<file path="src/rtl/ibpl_pulse_pkg.sv">
// Shared types and defaults for the interbackplane output pulse generator.
package ibpl_pulse_pkg;

  localparam int unsigned CNT_W_DEFAULT = 16;
  localparam int unsigned NCH_DEFAULT   = 6;

  typedef enum logic [1:0] {
    StIdle  = 2'd0,
    StDelay = 2'd1,
    StPulse = 2'd2
  } ch_state_e;

endpackage

</file>
<file path="src/rtl/ibpl_pulse_channel.sv">
// One pulse channel: trigger acceptance, delay/width countdown, raw pulse and sticky missed flag.
module ibpl_pulse_channel
  import ibpl_pulse_pkg::*;
#(
  parameter int unsigned CntW = CNT_W_DEFAULT
) (
  input  logic            clk_i,
  input  logic            rst_i,
  input  logic            trig_i,
  input  logic            en_i,
  input  logic [CntW-1:0] delay_i,
  input  logic [CntW-1:0] width_i,
  input  logic            missed_clr_i,
  output logic            pulse_raw_o,
  output logic            busy_o,
  output logic            missed_o
);

  ch_state_e       state_q;
  logic [CntW-1:0] cnt_q;
  logic [CntW-1:0] width_q;
  logic            pulse_q;
  logic            missed_q;
  logic            accept;

  assign accept = trig_i && en_i && (width_i != '0);

  always_ff @(posedge clk_i) begin
    if (rst_i) begin
      state_q  <= StIdle;
      cnt_q    <= '0;
      width_q  <= '0;
      pulse_q  <= 1'b0;
      missed_q <= 1'b0;
    end else begin
      // Set has priority over clear.
      if (trig_i && (state_q != StIdle)) begin
        missed_q <= 1'b1;
      end else if (missed_clr_i) begin
        missed_q <= 1'b0;
      end

      unique case (state_q)
        StIdle: begin
          if (accept) begin
            width_q <= width_i;
            if (delay_i != '0) begin
              state_q <= StDelay;
              cnt_q   <= delay_i - CntW'(1);
            end else begin
              state_q <= StPulse;
              cnt_q   <= width_i - CntW'(1);
              pulse_q <= 1'b1;
            end
          end
        end
        StDelay: begin
          if (!en_i) begin
            state_q <= StIdle;
            cnt_q   <= '0;
            pulse_q <= 1'b0;
          end else if (cnt_q == '0) begin
            state_q <= StPulse;
            cnt_q   <= width_q - CntW'(1);
            pulse_q <= 1'b1;
          end else begin
            cnt_q <= cnt_q - CntW'(1);
          end
        end
        StPulse: begin
          if (!en_i || (cnt_q == '0)) begin
            state_q <= StIdle;
            cnt_q   <= '0;
            pulse_q <= 1'b0;
          end else begin
            cnt_q <= cnt_q - CntW'(1);
          end
        end
        default: begin
          state_q <= StIdle;
          cnt_q   <= '0;
          pulse_q <= 1'b0;
        end
      endcase
    end
  end

  assign pulse_raw_o = pulse_q;
  assign busy_o      = (state_q != StIdle);
  assign missed_o    = missed_q;

endmodule

</file>
<file path="src/rtl/ibpl_out_pulse_gen.sv">
// Multi-channel timed pulse generator feeding the output cardlet; polarity is the only
// combinational path to an output.
module ibpl_out_pulse_gen
  import ibpl_pulse_pkg::*;
#(
  parameter int unsigned NCH   = NCH_DEFAULT,
  parameter int unsigned CNT_W = CNT_W_DEFAULT
) (
  input  logic                 clk_i,
  input  logic                 rst_i,
  input  logic [NCH-1:0]       trig_i,
  input  logic [NCH-1:0]       ch_en_i,
  input  logic [NCH*CNT_W-1:0] cfg_delay_i,
  input  logic [NCH*CNT_W-1:0] cfg_width_i,
  input  logic [NCH-1:0]       cfg_pol_i,
  input  logic [NCH-1:0]       missed_clr_i,
  output logic [NCH-1:0]       pulse_out_o,
  output logic [NCH-1:0]       pulse_act_o,
  output logic [NCH-1:0]       missed_o
);

  logic [NCH-1:0] pulse_raw;

  for (genvar i = 0; i < NCH; i++) begin : g_ch
    ibpl_pulse_channel #(
      .CntW(CNT_W)
    ) u_ch (
      .clk_i       (clk_i),
      .rst_i       (rst_i),
      .trig_i      (trig_i[i]),
      .en_i        (ch_en_i[i]),
      .delay_i     (cfg_delay_i[i*CNT_W +: CNT_W]),
      .width_i     (cfg_width_i[i*CNT_W +: CNT_W]),
      .missed_clr_i(missed_clr_i[i]),
      .pulse_raw_o (pulse_raw[i]),
      .busy_o      (pulse_act_o[i]),
      .missed_o    (missed_o[i])
    );
  end

  assign pulse_out_o = pulse_raw ^ cfg_pol_i;

endmodule

</file>
<file path="config.mk">
export PLATFORM = sky130hd
export DESIGN_NAME = ibpl_out_pulse_gen
export DESIGN_NICKNAME = d
export VERILOG_FILES = /design/src/rtl/ibpl_pulse_pkg.sv /design/src/rtl/ibpl_pulse_channel.sv /design/src/rtl/ibpl_out_pulse_gen.sv
export SDC_FILE = /design/constraint.sdc
export NUM_CORES = 1
export LEC_CHECK = 0
export CAP_MARGIN = 20
export CORE_ASPECT_RATIO = 1.75
export CORE_UTILIZATION = 60
export DETAILED_ROUTE_END_ITERATION = 12
export PLACE_DENSITY_LB_ADDON = 0.3
export SYNTH_ARGS = -nofsm -noshare
export SYNTH_HDL_FRONTEND = slang
export SYNTH_SLANG_ARGS = --single-unit
</file>
<file path="constraint.sdc">
create_clock -name clk_i -period 6.6 [get_ports clk_i]
set_input_delay 0.66 -clock clk_i [delete_from_list [all_inputs] [get_ports clk_i]]
set_output_delay 0.66 -clock clk_i [all_outputs]
set_load 0.05 [all_outputs]
</file>
Yosys cells after proc, flatten, opt, wreduce, memory -nomap -nowiden

Cells that the tools add are included.

Multiplexer cells: 120
Reduce and logical (&&, ||, !) cells: 84
Bitwise gates (word level): 1
Equality and inequality tests: 36
Add/sub/neg operators: 24

Operators by type and width:

| cell                                                   | number |
|---|---|
| 2-to-1 mux 16 bit                                      | 30 |
| subtractor 16 x 1 -> 16 bit (second input constant)    | 24 |
| one-hot mux 16 bit (3 select lines)                    | 6 |
| nonzero test 16 bit                                    | 12 |
| logical NOT 16 bit                                     | 6 |
| 2-to-1 mux 2 bit                                       | 30 |
| 2-to-1 mux 1 bit                                       | 42 |
| one-hot mux 2 bit (3 select lines)                     | 6 |
| inequality test 2 x 1 -> 1 bit (second input constant) | 12 |
| AND reduction 4 bit                                    | 6 |
| nonzero test 2 bit                                     | 12 |
| logical AND 1 bit                                      | 18 |
| inequality test 3 x 2 -> 1 bit (second input constant) | 6 |
| one-hot mux 1 bit (3 select lines)                     | 6 |
| AND reduction 3 bit                                    | 6 |
| == test 2 x 1 -> 1 bit (second input constant)         | 6 |
| == test 2 bit (second input constant)                  | 6 |
| logical NOT 2 bit                                      | 6 |
| inequality test 2 bit (second input constant)          | 6 |
| AND reduction 2 bit                                    | 6 |
| logical NOT 1 bit                                      | 6 |
| logical OR 1 bit                                       | 6 |
| bitwise XOR 6 bit                                      | 1 |

Logic and storage cells: 295
Bits of input ports: 218
Output and inout bits: 18
Bits in registers: 216

Depth between registers and ports, before layout

Depth after elaboration: 4
Mapped depth: 14
Gate-level depth less buffers: 12

Cells and area by module

From an unflattened synthesis, not the netlist that was laid out.

Cells, all modules: 2368
Area, all modules: 17058.9 µm²

Modules (own cells, without submodules):

| module                                | times used | cells each | area each (µm²) | sequential area each (µm²) |
|---|---|---|---|---|
| ibpl_pulse_channel (g_ch[0].u_ch ...) | 3          | 386        | 2815.2          | 720.7 |
| ibpl_pulse_channel (g_ch[3].u_ch ...) | 2          | 396        | 2803.9          | 720.7 |
| ibpl_pulse_channel (g_ch[5].u_ch)     | 1          | 412        | 2952.8          | 720.7 |
| ibpl_out_pulse_gen                    | 1          | 6          | 52.6            | 0.0 |

Least setup slack after synthesis

Ideal clock, no wire load.

Path kind: input port to flip-flop
Start point: input port cfg_delay_i[1]
End point: register g_ch[0].u_ch.cnt_q[8]
Library setup time: 0.126 ns
Stages: 12
Slack: 3.044 ns
Path buffers: 2
Required time: 6.474 ns
Arrival: 3.430 ns
Path through: or4_1 nor4_1 buf_2 buf_1 a21oi_1 ha_1 nor3b_1 nand2_1 nor3_1 a221o_1 a222oi_1 o21ai_0

Cells in the longest elaborated chain, start to end: 4
Elaborated cells on any way between the ends: 5
Classes of those cells: 1 x add/sub; 3 x mux; 1 x reduce/logical

RTL lines:

| what                                                                      | RTL line                                           | source |
|---|---|---|
| start: declaration                                                        | ibpl_out_pulse_gen.sv:13                           | `input logic [NCH*CNT_W-1:0] cfg_delay_i,` |
| subtractor 16 x 1 -> 16 bit / nonzero test 16 bit (equally long branches) | ibpl_pulse_channel.sv:49, ibpl_pulse_channel.sv:47 |  |
| 2-to-1 mux 16 bit (*)                                                     | ibpl_pulse_channel.sv:47                           | `if (delay_i != '0) begin` |
| 2-to-1 mux 16 bit (*)                                                     | ibpl_pulse_channel.sv:45                           | `if (accept) begin` |
| one-hot mux 16 bit (3 select lines) (*)                                   | ibpl_pulse_channel.sv:43                           | `unique case (state_q)` |
| end signal: assignment                                                    | ibpl_pulse_channel.sv:49                           | `cnt_q <= delay_i - CntW'(1);` |
| end signal: assignment                                                    | ibpl_pulse_channel.sv:52                           | `cnt_q <= width_i - CntW'(1);` |
| end signal: assignment                                                    | ibpl_pulse_channel.sv:64                           | `cnt_q <= width_q - CntW'(1);` |
| end: declaration                                                          | ibpl_pulse_channel.sv:20                           | `logic [CntW-1:0] cnt_q;` |

Mark *: on every way between the ends. The rest lies on a longest branch, timed or not. The select of a mux whose other input is x is not followed.
A chain may end at the register's enable or synchronous reset.

Worst setup path in the final report

Start point: input port cfg_delay_i[33]
End point: register g_ch[2].u_ch.cnt_q[10]

Cells in the longest elaborated chain, start to end: 4
Elaborated cells on any way between the ends: 5
Classes of those cells: 1 x add/sub; 3 x mux; 1 x reduce/logical

RTL lines:

| what                                                                      | RTL line |
|---|---|
| subtractor 16 x 1 -> 16 bit / nonzero test 16 bit (equally long branches) | ibpl_pulse_channel.sv:49, ibpl_pulse_channel.sv:47 |
| 2-to-1 mux 16 bit (*)                                                     | ibpl_pulse_channel.sv:47 |
| 2-to-1 mux 16 bit (*)                                                     | ibpl_pulse_channel.sv:45 |
| one-hot mux 16 bit (3 select lines) (*)                                   | ibpl_pulse_channel.sv:43 |
| end signal: assignment                                                    | ibpl_pulse_channel.sv:49 |
| end signal: assignment                                                    | ibpl_pulse_channel.sv:52 |
| end signal: assignment                                                    | ibpl_pulse_channel.sv:64 |
| end: declaration                                                          | ibpl_pulse_channel.sv:20 |

Marked as above.

==> out/qor.txt <==
HPWL after DPL: 42.6 mm
Hold Crit Class: reg2reg
# DRC: 0
Avg WL per Cell: 19.6 um
GR peak layer: met2
CTS tree: yes
Critical Path AT: 4.88 ns
mux cell area share after synthesis: 2.62%
H-tree depth: 1
Synth Flop Type: dfxtp_1
CTS Buf Count: 23
crit path cell chain: clkdlybuf4s50_1, nor4_1, nand4_1, nor2_1, a21oi_1, ha_1, nor4b_1, o211ai_1, o21bai_1, nor3_1, o31ai_1, a21oi_1
Layout area overhead: 20.0%
largest family of logic cells by synthesized area: simple AND/OR/NAND/NOR gates
global-route usage over all layers: 39.2%
Top Ports: 236
Clock Tree Buf Depth: 3
worst path required time: 7.00 ns
worst slack, placed: 1.78 ns
setup ws final: 2.12 ns
Reg2Reg Depth: 9
CP startpoint kind: input pin
Worst Hold Path Cells: 2
sequential area share after synthesis: 26.0%
Avg Inst Size Synth: 7.07 um^2
initial antenna violation count: 0
cell leakage power: 7.09 nW
maxcap violations: 0
first-pass GRT wire length: 91.0 mm
post-synthesis compound-gate area fraction: 28.3%
Pre-Repair DR Iteration Count: 6
WHS Endpoint: g_ch[2].u_ch.width_q[15]
Setup Skew: 0.0171 ns
Via density: 6.67
Synth Net Count: 2591
largest net degree at the start of global routing: 81
critical path class: in2reg
CTS Sinks: 216
post-synthesis async set-or-reset flop share: 0%
GPL Wtd Cong: 0.979
Max FO, Critical Path: 16
CTS root buf: clkbuf_16
Antenna Nets Post-Route: 0
cell area after synthesis: 16600 um^2
grt ovf: 0
Synth Instances: 2349
Post-CTS Setup Repair Bufs: 0
f_max: 0.223 GHz
outcome: complete, no violations
met2 usage: 71.8%
final wirelength: 56.7 mm
met1 Use GR: 38.0%
cts hold-fix bufs: 0
worst reg2reg endpoint: g_ch[1].u_ch.cnt_q[13]
worst r2r src: g_ch[1].u_ch.cnt_q[0]
Port Buffers: 235
Final Power: 4.27 mW
most used cell, CP: a21oi_1
yosys warns: 0
worst-margin pin slew: 1.15 ns
die area: 28400 um^2
initial core utilization: 61.0%
number of diodes: 0
DR vias: 19271
clk slew on worst S/H paths: 0.07 ns
Post-Synth Adder-Cell Area: 1.81%
layout cells sized above 1: 4.16%
core region area: 27200 um^2
largest stage delay on the critical path: 0.93 ns
Layout Nets: 2748
Tmin final: 4.48 ns
number of global-route vias before repair: 19011
r2r setup slk: 3.51 ns
EDFF count, synth: 0
FF+latch count, synth: 216
DR iter-0 viols: 1552
Rel. slew slack: 22.8%
met3 GRT Util: 7.48%
row cnt: 80
crit end category: register
RSZ-0062 raised after global routing: false
Die W: 128 um
total negative slack: 0 ns
CP max-delay cell: nor2_1
Post-CTS Resized: 0
pins over their slew limit: 0
final setup violating endpoints: 0
Skew-Pair Late Insertion Delay: 0.54 ns
pwr dens: 214 nW/um^2
Chip Height: 222 um
family with the most delay on the worst path: simple AND/OR/NAND/NOR gates
WHS: 0.475 ns
VDD IR-drop max: 0.216 mV
HP Start: g_ch[2].u_ch.width_q[15]
WP buf/inv: 1
Final Cycle Share: 67.8%
final hold violations: 0
Synth Area in XOR/XNOR: 7.54%
Distinct cells, synth: 91
Simple-Gate Fraction of Synth Area: 29.4%
==> cells in the final DEF, fill, tap and decap left out, types with 36 or more instances in the layout <==
| cell | netlist | routed |
|---|---|---|
| xor2_1 | 66 | 66 |
| o22ai_1 | 36 | 36 |
| dfxtp_1 | 216 | 216 |
| o21ai_0 | 144 | 144 |
| nand2_1 | 279 | 279 |
| nor4_1 | 77 | 74 |
| or3_1 | 43 | 43 |
| nor3_1 | 120 | 120 |
| mux2i_1 | 39 | 39 |
| a21oi_1 | 289 | 289 |
| or4_1 | 38 | 38 |
| nor2_1 | 254 | 254 |
| xnor2_1 | 77 | 77 |
| nand3_1 | 42 | 42 |
| inv_1 | 44 | 44 |
| clkdlybuf4s50_1 | 0 | 234 |
==> metrics by stage <==
step	cell area, um^2	util, %	cells
3_3_place_gp	19000	69.9	2847
6_report	19900	73.2	2891
4_1_cts	19900	73.0	2888
5_1_grt	19900	73.2	2891
3_5_place_dp	19000	69.9	2847
2_1_floorplan	16600	-	2349
==> report_power, final <==
| part | switching (mW) | leakage (nW) | internal (mW) |
|---|---|---|---|
| registers | 0.110 | 1.77 | 1.39 |
| clock network | 0.590 | 0.402 | 0.864 |
| logic | 0.782 | 4.92 | 0.533 |
==> registers in the layout, indices dropped and copies added (netlist names) <==
| register | flops |
|---|---|
| g_ch.u_ch.cnt_q | 96 |
| g_ch.u_ch.state_q | 12 |
| g_ch.u_ch.pulse_raw_o | 6 |
| g_ch.u_ch.missed_o | 6 |
| g_ch.u_ch.width_q | 96 |
==> worst max-delay path by stage <==
stage	startpoint	cells after the start	endpoint	slack, ns
3_5_place_dp	cfg_delay_i[33]	12	g_ch[2].u_ch.cnt_q[10]	1.78
5_1_grt	cfg_delay_i[32]	12	g_ch[2].u_ch.cnt_q[10]	1.96
4_1_cts	cfg_delay_i[33]	12	g_ch[2].u_ch.cnt_q[10]	2.34
3_3_place_gp	cfg_delay_i[33]	12	g_ch[2].u_ch.cnt_q[10]	1.80
6_report	cfg_delay_i[33]	12	g_ch[2].u_ch.cnt_q[10]	2.12
2_1_floorplan	cfg_delay_i[1]	12	g_ch[0].u_ch.cnt_q[8]	3.04
==> per-layer routing <==
| layer | vias to the layer above | wire length (um) | share of wire, % |
|---|---|---|---|
| met5 | - | 0 | 0 |
| met4 | 0 | 4110 | 7.2 |
| met3 | 308 | 3980 | 7.0 |
| met2 | 944 | 29000 | 51 |
| met1 | 8966 | 19600 | 35 |
| li1 | 9053 | - | - |
==> cell families after synthesis <==
group,count (synthesis)
compound gates,757
xor+xnor,143
fa+ha+maj,24
buf+inv,170
flops,216
mux,43
simple gates,996
==> synth_stat cells (13+ instances only) <==
cell      instances  area, um^2
dfxtp_1         216        4320
a21oi_1         289        1450
nor2b_1          18         113
ha_1             24         300
o21ai_1          27         135
buf_4            14         105
nor2_1          254         953
buf_2            15        75.1
or3_1            43         269
mux2i_1          39         390
and2_1           13        81.3
o32ai_1          14         123
o31ai_1          26         195
nand2b_1         21         131
clkbuf_1         90         338
nor4_1           77         482
xnor2_1          77         674
nor3_1          120         601
a22oi_1          13        97.6
nand2_1         279        1050
nand3b_1         13        97.6
o22ai_1          36         225
xor2_1           66         578
inv_1            44         165
a211oi_1         24         180
nand3_1          42         210
a31oi_1          33         206
o21ai_0         144         721
o211ai_1         17         128
or4_1            38         285
==> final cells by class <==
| type | count | area, um^2 |
|---|---|---|
| inverter | 47 | 176 |
| clock inverter | 16 | 231 |
| tap | 369 | 462 |
| fill | 2316 | 7300 |
| clock buffer | 25 | 603 |
| sequential | 216 | 4320 |
| multi-input combinational | 1963 | 11600 |
| timing repair buffer | 255 | 2530 |
==> tightest hold or removal path: cells and delay by family, from the launching register on <==
family / cells / cell delay (ns)
flops: 1 / 0.32
simple gates: 1 / 0.05
compound gates: 1 / 0.05
Power figures use the tool's default switching activity.
